`src/rtl/i2s_pkg.sv`:
```
// Shared I2S definitions: slot geometry, channel encoding and serializer FSM states.
package i2s_pkg;

    // SCLK periods per LRCLK half-period (one channel slot).
    localparam int unsigned BITS_PER_CH = 16;

    typedef enum logic {
        CH_LEFT  = 1'b0,
        CH_RIGHT = 1'b1
    } ch_e;

    typedef enum logic [1:0] {
        IDLE,
        ARM,
        SHIFT,
        PAD
    } state_e;

endpackage

```
`src/rtl/i2s_edge_detect.sv`:
```
// SCLK falling-edge and LRCLK any-edge detector. SCLK/LRCLK are generated from the
// same master clock, so a single register stage is enough (no synchronizer).
module i2s_edge_detect (
    input  logic clk_i,
    input  logic rst_i,
    input  logic sclk_i,
    input  logic lrclk_i,
    output logic sclk_fall_o,
    output logic lr_edge_o
);

    logic sclk_q;
    logic lrclk_q;

    // One-cycle delayed copies of the bit and word clocks.
    always_ff @(posedge clk_i or posedge rst_i) begin
        if (rst_i) begin
            sclk_q  <= 1'b0;
            lrclk_q <= 1'b0;
        end else begin
            sclk_q  <= sclk_i;
            lrclk_q <= lrclk_i;
        end
    end

    assign sclk_fall_o = sclk_q & ~sclk_i;
    assign lr_edge_o   = lrclk_q ^ lrclk_i;

endmodule

```
`src/rtl/i2s_tx_serializer.sv`:
```
// I2S transmit serializer: single-entry stereo buffer, loaded into the shifter at each
// left-channel start; SDATA is MSB-first with zero padding in unused slot bits.
// Build option I2S_TX_UNDERRUN_HOLD_EN: on underrun repeat the last frame instead of silence.
module i2s_tx_serializer
    import i2s_pkg::*;
#(
    parameter int unsigned SAMPLE_W = 16
) (
    input  logic                MCLK,
    input  logic                RST,
    input  logic                SCLK,
    input  logic                LRCLK,
    input  logic                s_valid,
    output logic                s_ready,
    input  logic [SAMPLE_W-1:0] s_left,
    input  logic [SAMPLE_W-1:0] s_right,
    output logic                SDATA,
    output logic                frame_start,
    output logic                underrun
);

    localparam int unsigned IdxW = $clog2(BITS_PER_CH + 1);

    logic sclk_fall;
    logic lr_edge;
    ch_e  ch;

    state_e              state_q, state_d;
    logic [IdxW-1:0]     bit_idx_q, bit_idx_d;
    logic [SAMPLE_W-1:0] shift_q, shift_d;
    logic [SAMPLE_W-1:0] left_q, left_d;     // frame currently being transmitted
    logic [SAMPLE_W-1:0] right_q, right_d;
    logic                buf_full_q, buf_full_d;
    logic [SAMPLE_W-1:0] buf_left_q, buf_left_d;
    logic [SAMPLE_W-1:0] buf_right_q, buf_right_d;
    logic                sdata_q, sdata_d;
    logic                frame_start_q, frame_start_d;
    logic                underrun_q, underrun_d;
    logic                load;

    i2s_edge_detect u_edge_detect (
        .clk_i       (MCLK),
        .rst_i       (RST),
        .sclk_i      (SCLK),
        .lrclk_i     (LRCLK),
        .sclk_fall_o (sclk_fall),
        .lr_edge_o   (lr_edge)
    );

    assign ch   = ch_e'(LRCLK);
    assign load = lr_edge && (ch == CH_LEFT) && buf_full_q;

    // Next-state: channel (re)start on lr_edge has priority over a coincident SCLK fall.
    always_comb begin
        state_d       = state_q;
        bit_idx_d     = bit_idx_q;
        shift_d       = shift_q;
        left_d        = left_q;
        right_d       = right_q;
        buf_full_d    = buf_full_q;
        buf_left_d    = buf_left_q;
        buf_right_d   = buf_right_q;
        sdata_d       = sdata_q;
        frame_start_d = 1'b0;
        underrun_d    = 1'b0;

        if (lr_edge) begin
            state_d   = ARM;
            bit_idx_d = '0;
            if (ch == CH_LEFT) begin
                if (buf_full_q) begin
                    left_d        = buf_left_q;
                    right_d       = buf_right_q;
                    buf_full_d    = 1'b0;
                    frame_start_d = 1'b1;
                end else begin
                    underrun_d = 1'b1;
`ifdef I2S_TX_UNDERRUN_HOLD_EN
                    left_d  = left_q;
                    right_d = right_q;
`else
                    left_d  = '0;
                    right_d = '0;
`endif
                end
                shift_d = left_d;
            end else begin
                shift_d = right_q;
            end
        end else if (sclk_fall) begin
            unique case (state_q)
                IDLE: ;
                ARM: begin
                    sdata_d   = shift_q[SAMPLE_W-1];
                    shift_d   = shift_q << 1;
                    bit_idx_d = IdxW'(1);
                    state_d   = SHIFT;
                end
                SHIFT: begin
                    if (bit_idx_q == IdxW'(SAMPLE_W)) begin
                        sdata_d = 1'b0;
                        state_d = PAD;
                    end else begin
                        sdata_d   = shift_q[SAMPLE_W-1];
                        shift_d   = shift_q << 1;
                        bit_idx_d = bit_idx_q + IdxW'(1);
                    end
                end
                PAD: sdata_d = 1'b0;
                default: state_d = IDLE;
            endcase
        end

        // A write coinciding with a load lands in the entry the load just freed.
        if (s_valid && (!buf_full_q || load)) begin
            buf_full_d  = 1'b1;
            buf_left_d  = s_left;
            buf_right_d = s_right;
        end
    end

    // All state and registered outputs.
    always_ff @(posedge MCLK or posedge RST) begin
        if (RST) begin
            state_q       <= IDLE;
            bit_idx_q     <= '0;
            shift_q       <= '0;
            left_q        <= '0;
            right_q       <= '0;
            buf_full_q    <= 1'b0;
            buf_left_q    <= '0;
            buf_right_q   <= '0;
            sdata_q       <= 1'b0;
            frame_start_q <= 1'b0;
            underrun_q    <= 1'b0;
        end else begin
            state_q       <= state_d;
            bit_idx_q     <= bit_idx_d;
            shift_q       <= shift_d;
            left_q        <= left_d;
            right_q       <= right_d;
            buf_full_q    <= buf_full_d;
            buf_left_q    <= buf_left_d;
            buf_right_q   <= buf_right_d;
            sdata_q       <= sdata_d;
            frame_start_q <= frame_start_d;
            underrun_q    <= underrun_d;
        end
    end

    assign s_ready     = ~buf_full_q;
    assign SDATA       = sdata_q;
    assign frame_start = frame_start_q;
    assign underrun    = underrun_q;

endmodule

```
`config.mk`:
```
export PLATFORM = sky130hd
export DESIGN_NAME = i2s_tx_serializer
export DESIGN_NICKNAME = d
export VERILOG_FILES = /design/src/rtl/i2s_pkg.sv /design/src/rtl/i2s_edge_detect.sv /design/src/rtl/i2s_tx_serializer.sv
export SDC_FILE = /design/constraint.sdc
export NUM_CORES = 1
export LEC_CHECK = 0
export BUFFER_PORTS_ARGS = -buffer_cell sky130_fd_sc_hd__buf_2
export CAP_MARGIN = 20
export CORE_ASPECT_RATIO = 1.5
export CORE_MARGIN = 5
export CORE_UTILIZATION = 40
export CTS_BUF_LIST = sky130_fd_sc_hd__clkbuf_4
export DETAILED_ROUTE_END_ITERATION = 16
export SLEW_MARGIN = 20
export SYNTH_ARGS = -nofsm -noshare
export SYNTH_HDL_FRONTEND = slang
export SYNTH_SLANG_ARGS = --single-unit
```
`constraint.sdc`:
```
create_clock -name MCLK -period 5.3 [get_ports MCLK]
set_clock_uncertainty 0.2 [all_clocks]
set_input_delay 1.06 -clock MCLK [delete_from_list [all_inputs] [get_ports MCLK]]
set_output_delay 1.06 -clock MCLK [all_outputs]
set_load 0.1 [all_outputs]
```
==> results of run 1 <==
-- worst max-delay path: cells and delay by family --
| kind | cells | cell delay (ps) |
|---|---|---|
| adders and majority gates | 1 | 870 |
| AOI/OAI and AO/OA | 3 | 590 |
| buffers and inverters | 3 | 870 |
-- placed cells by master, fill, tap and decap left out, types with 3 or more instances in the layout --
cell | synthesis | routed
mux2_2 | 34 | 34
a21oi_1 | 6 | 6
dfrtp_1 | 77 | 77
nand3_1 | 18 | 18
inv_1 | 38 | 37
buf_2 | 5 | 40
nand2_1 | 3 | 3
mux2i_1 | 13 | 13
nor2b_1 | 3 | 3
clkbuf_4 | 0 | 9
bufinv_16 | 0 | 3
ha_1 | 3 | 3
o21ai_0 | 39 | 39
buf_4 | 0 | 3
a221o_1 | 13 | 13
nand2b_1 | 3 | 3
-- worst paths after layout --
| check | start | to | slack [ps] | cells after the start |
|---|---|---|---|---|
| worst min-delay path | bit_idx_q[4]$_DFFE_PP0P_ | bit_idx_q[4]$_DFFE_PP0P_ | 300 | 1 |
| min in group asynchronous | RST | right_q[12]$_DFFE_PP0P_ | 550 | 2 |
| worst max-delay path | LRCLK | bit_idx_q[2]$_DFFE_PP0P_ | 2030 | 7 |
| max in group asynchronous | RST | buf_right_q[3]$_DFFE_PP0P_ | 3490 | 3 |
| worst max register to register | u_edge_detect.lrclk_q$_DFF_PP0_ | bit_idx_q[2]$_DFFE_PP0P_ | 2710 | 5 |
| worst min register to register | bit_idx_q[4]$_DFFE_PP0P_ | bit_idx_q[4]$_DFFE_PP0P_ | 300 | 1 |
-- metal layers --
| metal | GRT usage (%) | vias to the layer above | wire length (µm) |
|---|---|---|---|
| met3 | 4.23 | 8 | 241 |
| met4 | 6.83 | 0 | 114 |
| met1 | 17.9 | 1124 | 2910 |
| met2 | 21.4 | 34 | 3330 |
| met5 | 0 | - | 0 |
| li1 | - | 1095 | - |
-- cells by family (layout without fill, tap and decap cells) --
| logic type | after synthesis | count (layout) | share of synthesized area (%) |
|---|---|---|---|
| AOI/OAI and AO/OA | 68 | 68 | 13.3 |
| xor gates and xnor gates | 1 | 1 | 0.259 |
| adders and majority gates | 3 | 3 | 1.11 |
| buffers and inverters | 54 | 96 | 6.52 |
| DFF | 77 | 77 | 57.0 |
| muxes | 47 | 47 | 15.2 |
| other | 0 | 1 | 0 |
| and+or+nand+nor | 39 | 39 | 6.63 |
-- power by group --
part	total [W]	leakage (nW)	switching [W]	internal (W)
Clock	0.000433	0.0909	0.000200	0.000232
Combinational	0.000340	0.752	0.000184	0.000156
Sequential	0.000844	0.937	0.000103	0.000742
Total	0.00162	1.78	0.000487	0.00113
-- flip-flops by register name, summed over array words and instances, names as in the netlist, 2 cells and up --
name	flops
buf_right_q	16
shift_q	16
right_q	16
bit_idx_q	5
buf_left_q	16
state_q	2
-- metrics by stage --
stage / instance area, µm² / setup slack (ps)
after global placement: 3660 / 1700
after detailed placement: 3660 / 1580
after global routing: 3830 / 1770
after floorplan: 3380 / 2070
final: 3840 / 2030
after CTS: 3830 / 2050
-- layout make-up --
| type | instances | share of cell area, % |
|---|---|---|
| Clock inverter | 6 | 2.67 |
| Multi-Input combinational cell | 158 | 32.2 |
| Tap cell | 107 | 3.49 |
| Sequential cell | 77 | 50.2 |
| Clock buffer | 9 | 1.76 |
| Antenna cell | 1 | 0.0652 |
| Timing Repair Buffer | 43 | 5.81 |
| Inverter | 38 | 3.75 |
==> impl_metrics.json, run 1 <==
{
  "finalPower_w": 0.00162,
  "grt_pass1_vias": 2271,
  "cts_tree": "built",
  "utilization_pct": 45.9,
  "ys_seq_area_share_pct": 57.0,
  "gp_congestion": 0.732,
  "rows": 41,
  "p_leak_nw": 1.78,
  "fp.dieW_um": 85.1,
  "area_growth_pct": 13.5,
  "dpl.hpwl_um": 4580,
  "die_y_um": 123,
  "cts_setup_buffers": 0,
  "wirelength_um": 6600,
  "viasPerCell": 5.15,
  "initial_utilization_pct": 40.4,
  "path_common_cell": "inv_1",
  "multiInputGateArea_mm2": 0.00124,
  "design.core.area_mm2": 0.00836,
  "yosys-top-cells-area": "dfrtp_1 57%, mux2_2 11%, o21ai_0 5.8%",
  "cp.required_ps": 5420,
  "cts.repair.resized": 0,
  "fmax_mhz": 306,
  "cts_sinks": 77,
  "die_area_mm2": 0.0104,
  "start_kind": "input pin",
  "drtAntennaViolNets": 0,
  "synth.cells.most_frequent": "77 x dfrtp_1, 39 x o21ai_0, 38 x inv_1, 34 x mux2_2, 18 x nand3_1",
  "fin_crit_sh_pct": 61.6,
  "clk_pin_slew_worst_paths_ps": 120,
  "hold_class": "reg2reg",
  "fin_crit_ps": 3270,
  "firstDrtPassIters": 4,
  "critPathMaxStageDelay_ps": 870,
  "postSynthCellCount": 289,
  "yosys_warnings": 0,
  "arrival_ps": 3390,
  "cp_max_fo": 27,
  "grt_util_all_layers_pct": 13.9,
  "crit_chain": "buf_2 -> inv_1 -> ha_1 -> inv_1 -> a21oi_1 -> o21ai_0 -> o41ai_1",
  "setup_viol": 0,
  "drv_slew": 0,
  "cts_max_path_buffers": 2,
  "h-tree-depth": 3,
  "synth-seq-cells": 77,
  "regArea_mm2": 0.00193,
  "synth_top_area_share_pct": 57.0,
  "instances_no_fill": 439,
  "p_per_area_mw_per_mm2": 422,
  "wire_per_inst_um": 15.0,
  "grt_overflow_total": 0,
  "grt_pass1_wl_um": 11200,
  "yosysTopAreaCell": "dfrtp_1",
  "relSlewSlack_pct": 35.7,
  "ir_drop_mv": 0.186,
  "hold-worst-slack_ps": 297,
  "synth_ff_type": "dfrtp_1",
  "crit_path_top_delay_cell": "ha_1",
  "vias": 2261,
  "antenna_found_initial": 0,
  "nFillCells": 781,
  "synth.most_common_cell": "dfrtp_1",
  "setup_tns_ps": 0,
  "synth_edf_count": 0,
  "worstSetupPathType": "in2reg",
  "worst_pin_slew_ps": 963,
  "drive_gt1_share_pct": 28.7,
  "maxCapViolCount": 0,
  "endpoint_kind": "flop",
  "cts-root-buf": "clkbuf_4",
  "rsz0062_at_grt": "no",
  "cts_buffers": 9,
  "dr.first_iter.drc_count": 99,
  "drc_errors": 0,
  "final_hold_viol_count": 0,
  "run_status": "finished clean",
  "syn_area_mm2": 0.00338,
  "syn_area_per_cell_um2": 11.7,
  "yosysUniqueCellTypes": 35,
  "num_io_pins": 41,
  "hold_buffers": 0,
  "synth_nets": 329,
  "ys_async_sr_fraction_pct": 100,
  "numPortBuffers": 40,
  "grt_max_degree": 50,
  "place_inst": 423,
  "nets": 367,
  "clk_latency_ps": 440
}
Power figures use the tool's default switching activity.
==> run 2: changes to the inputs <==
- clock period: 5.3 -> 2.75 ns (I/O delays scaled with it)
==> run 2 against run 1 <==
Setup slack worse by 1600 ps. Sequential power rose by 90%. Clock-buffer cell count is the same. Final area grew 1.5%. Highest routed layer unchanged. Critical path depth fell by 4. Cell count is 2.3% higher.
==> impl_metrics.json, run 2 (same netlist as run 1, synthesis figures left out) <==
{
  "run_status": "finished clean",
  "worstSetupPathType": "reg2out",
  "r2r_cells": 7,
  "h-tree-depth": 3,
  "hold_class": "in2reg",
  "nets": 376,
  "setup_tns_ps": 0,
  "cts_buffers": 9,
  "cp.required_ps": 2000,
  "dpl.hpwl_um": 4600,
  "dpl_worst_slack_ps": 421,
  "critPathMaxStageDelay_ps": 440,
  "final_hold_viol_count": 0,
  "placed_area_mm2": 0.00375,
  "wire_per_inst_um": 14.5,
  "endpoint_kind": "output pin",
  "fin_crit_sh_pct": 84.2,
  "drc_errors": 0,
  "setup_ws_ps": 434,
  "relSlewSlack_pct": 67.8,
  "layout_commonest_cell": "dfrtp_1",
  "clk_pin_slew_worst_paths_ps": 120,
  "die_y_um": 123,
  "grt_util_all_layers_pct": 13.6,
  "ir_drop_mv": 0.359,
  "vias": 2279,
  "grt_pass1_vias": 2310,
  "crit_chain": "buf_4 -> inv_1 -> buf_2",
  "numPortBuffers": 40,
  "r2r_slack_ps": 490,
  "grt_overflow_total": 0,
  "grt_pass1_wl_um": 11100,
  "cp_max_fo": 21,
  "cpLargestDelayFamily": "buffers and inverters",
  "path_buf_inv": 3,
  "area_growth_pct": 15.2,
  "mostFrequentLayoutCells": "77 x dfrtp_1, 40 x buf_2, 39 x o21ai_0",
  "cts_max_path_buffers": 2,
  "rsz0062_at_grt": "no",
  "final_area_mm2": 0.00389,
  "cts_tree": "built",
  "drtAntennaViolNets": 0,
  "gp_congestion": 0.750,
  "rows": 41,
  "crit_path_top_delay_cell": "buf_2",
  "p_per_area_mw_per_mm2": 763,
  "fmax_mhz": 432,
  "arrival_ps": 1570,
  "drv_slew": 0,
  "r2r_start": "bit_idx_q[0]$_DFFE_PP0P_",
  "initial_utilization_pct": 40.4,
  "firstDrtPassIters": 4,
  "cp-endpoint": "s_ready",
  "p_leak_nw": 1.82,
  "grt_max_degree": 36,
  "cts.repair.resized": 0,
  "maxCapViolCount": 0,
  "design.core.area_mm2": 0.00836,
  "dr.first_iter.drc_count": 129,
  "drive_gt1_share_pct": 30.5,
  "num_io_pins": 41,
  "viasPerCell": 5.08,
  "cp_num_cells": 3,
  "start_kind": "flop",
  "clk_latency_ps": 430,
  "worst_pin_slew_ps": 486,
  "setup_viol": 0,
  "r2r-end": "shift_q[6]$_DFFE_PP0P_",
  "fp.dieW_um": 85.1,
  "cts_sinks": 77,
  "cts-root-buf": "clkbuf_4",
  "wirelength_um": 6510,
  "die_area_mm2": 0.0104,
  "fin_crit_ps": 2320,
  "antenna_found_initial": 1,
  "crit_start": "buf_full_q$_DFFE_PP0P_"
}
run 2: power by group:
part / total (W) / internal [W] / switching (W)
clock network: 0.000665 / 0.000273 / 0.000392
logic: 0.000703 / 0.000324 / 0.000379
registers: 0.00160 / 0.00143 / 0.000172
run 2: cell type report:
class / count / area [µm²]
diodes: 1 / 2.50
clock buffers: 9 / 67.6
clock inverters: 7 / 65.1
fillers: 792 / 4470
inverters: 38 / 143
multi-input cells: 158 / 1240
flip-flops and latches: 77 / 1930
well taps: 107 / 134
repair buffers: 52 / 318
run 2: how the worst min path moves through the flow:
stage	from	end	cells past startpoint
3_3_place_gp	bit_idx_q[4]$_DFFE_PP0P_	bit_idx_q[4]$_DFFE_PP0P_	1
3_5_place_dp	bit_idx_q[4]$_DFFE_PP0P_	bit_idx_q[4]$_DFFE_PP0P_	1
4_1_cts	SCLK	u_edge_detect.sclk_q$_DFF_PP0_	1
2_1_floorplan	bit_idx_q[4]$_DFFE_PP0P_	bit_idx_q[4]$_DFFE_PP0P_	1
5_1_grt	SCLK	u_edge_detect.sclk_q$_DFF_PP0_	1
6_report	SCLK	u_edge_detect.sclk_q$_DFF_PP0_	1
run 2: metal layers:
| metal | global-route usage [%] | vias up | part of all wire (%) | routed length, µm |
|---|---|---|---|---|
| li1 | - | 1111 | - | - |
| met1 | 17.5 | 1122 | 46 | 2970 |
| met4 | 7.43 | 0 | 2.6 | 172 |
| met2 | 21.4 | 36 | 49 | 3190 |
| met3 | 2.75 | 10 | 2.7 | 178 |
| met5 | 0 | - | 0 | 0 |
run 2: what timing repair did:
item	4_1_cts	5_1_grt
setup buffers	0	0
endpoints found under the hold margin	8	0
hold buffers	1	0
run 2: through the flow:
step | cells | total power (W) | utilization [%] | hold WS, ps
2_1_floorplan | 289 | 0.00213 | - | 238
3_3_place_gp | 431 | 0.00231 | 44.8 | 263
3_5_place_dp | 431 | 0.00234 | 44.8 | 272
4_1_cts | 448 | 0.00301 | 46.5 | 7.80
5_1_grt | 449 | 0.00317 | 46.6 | 17.8
6_report | 449 | 0.00297 | 46.6 | 38.0
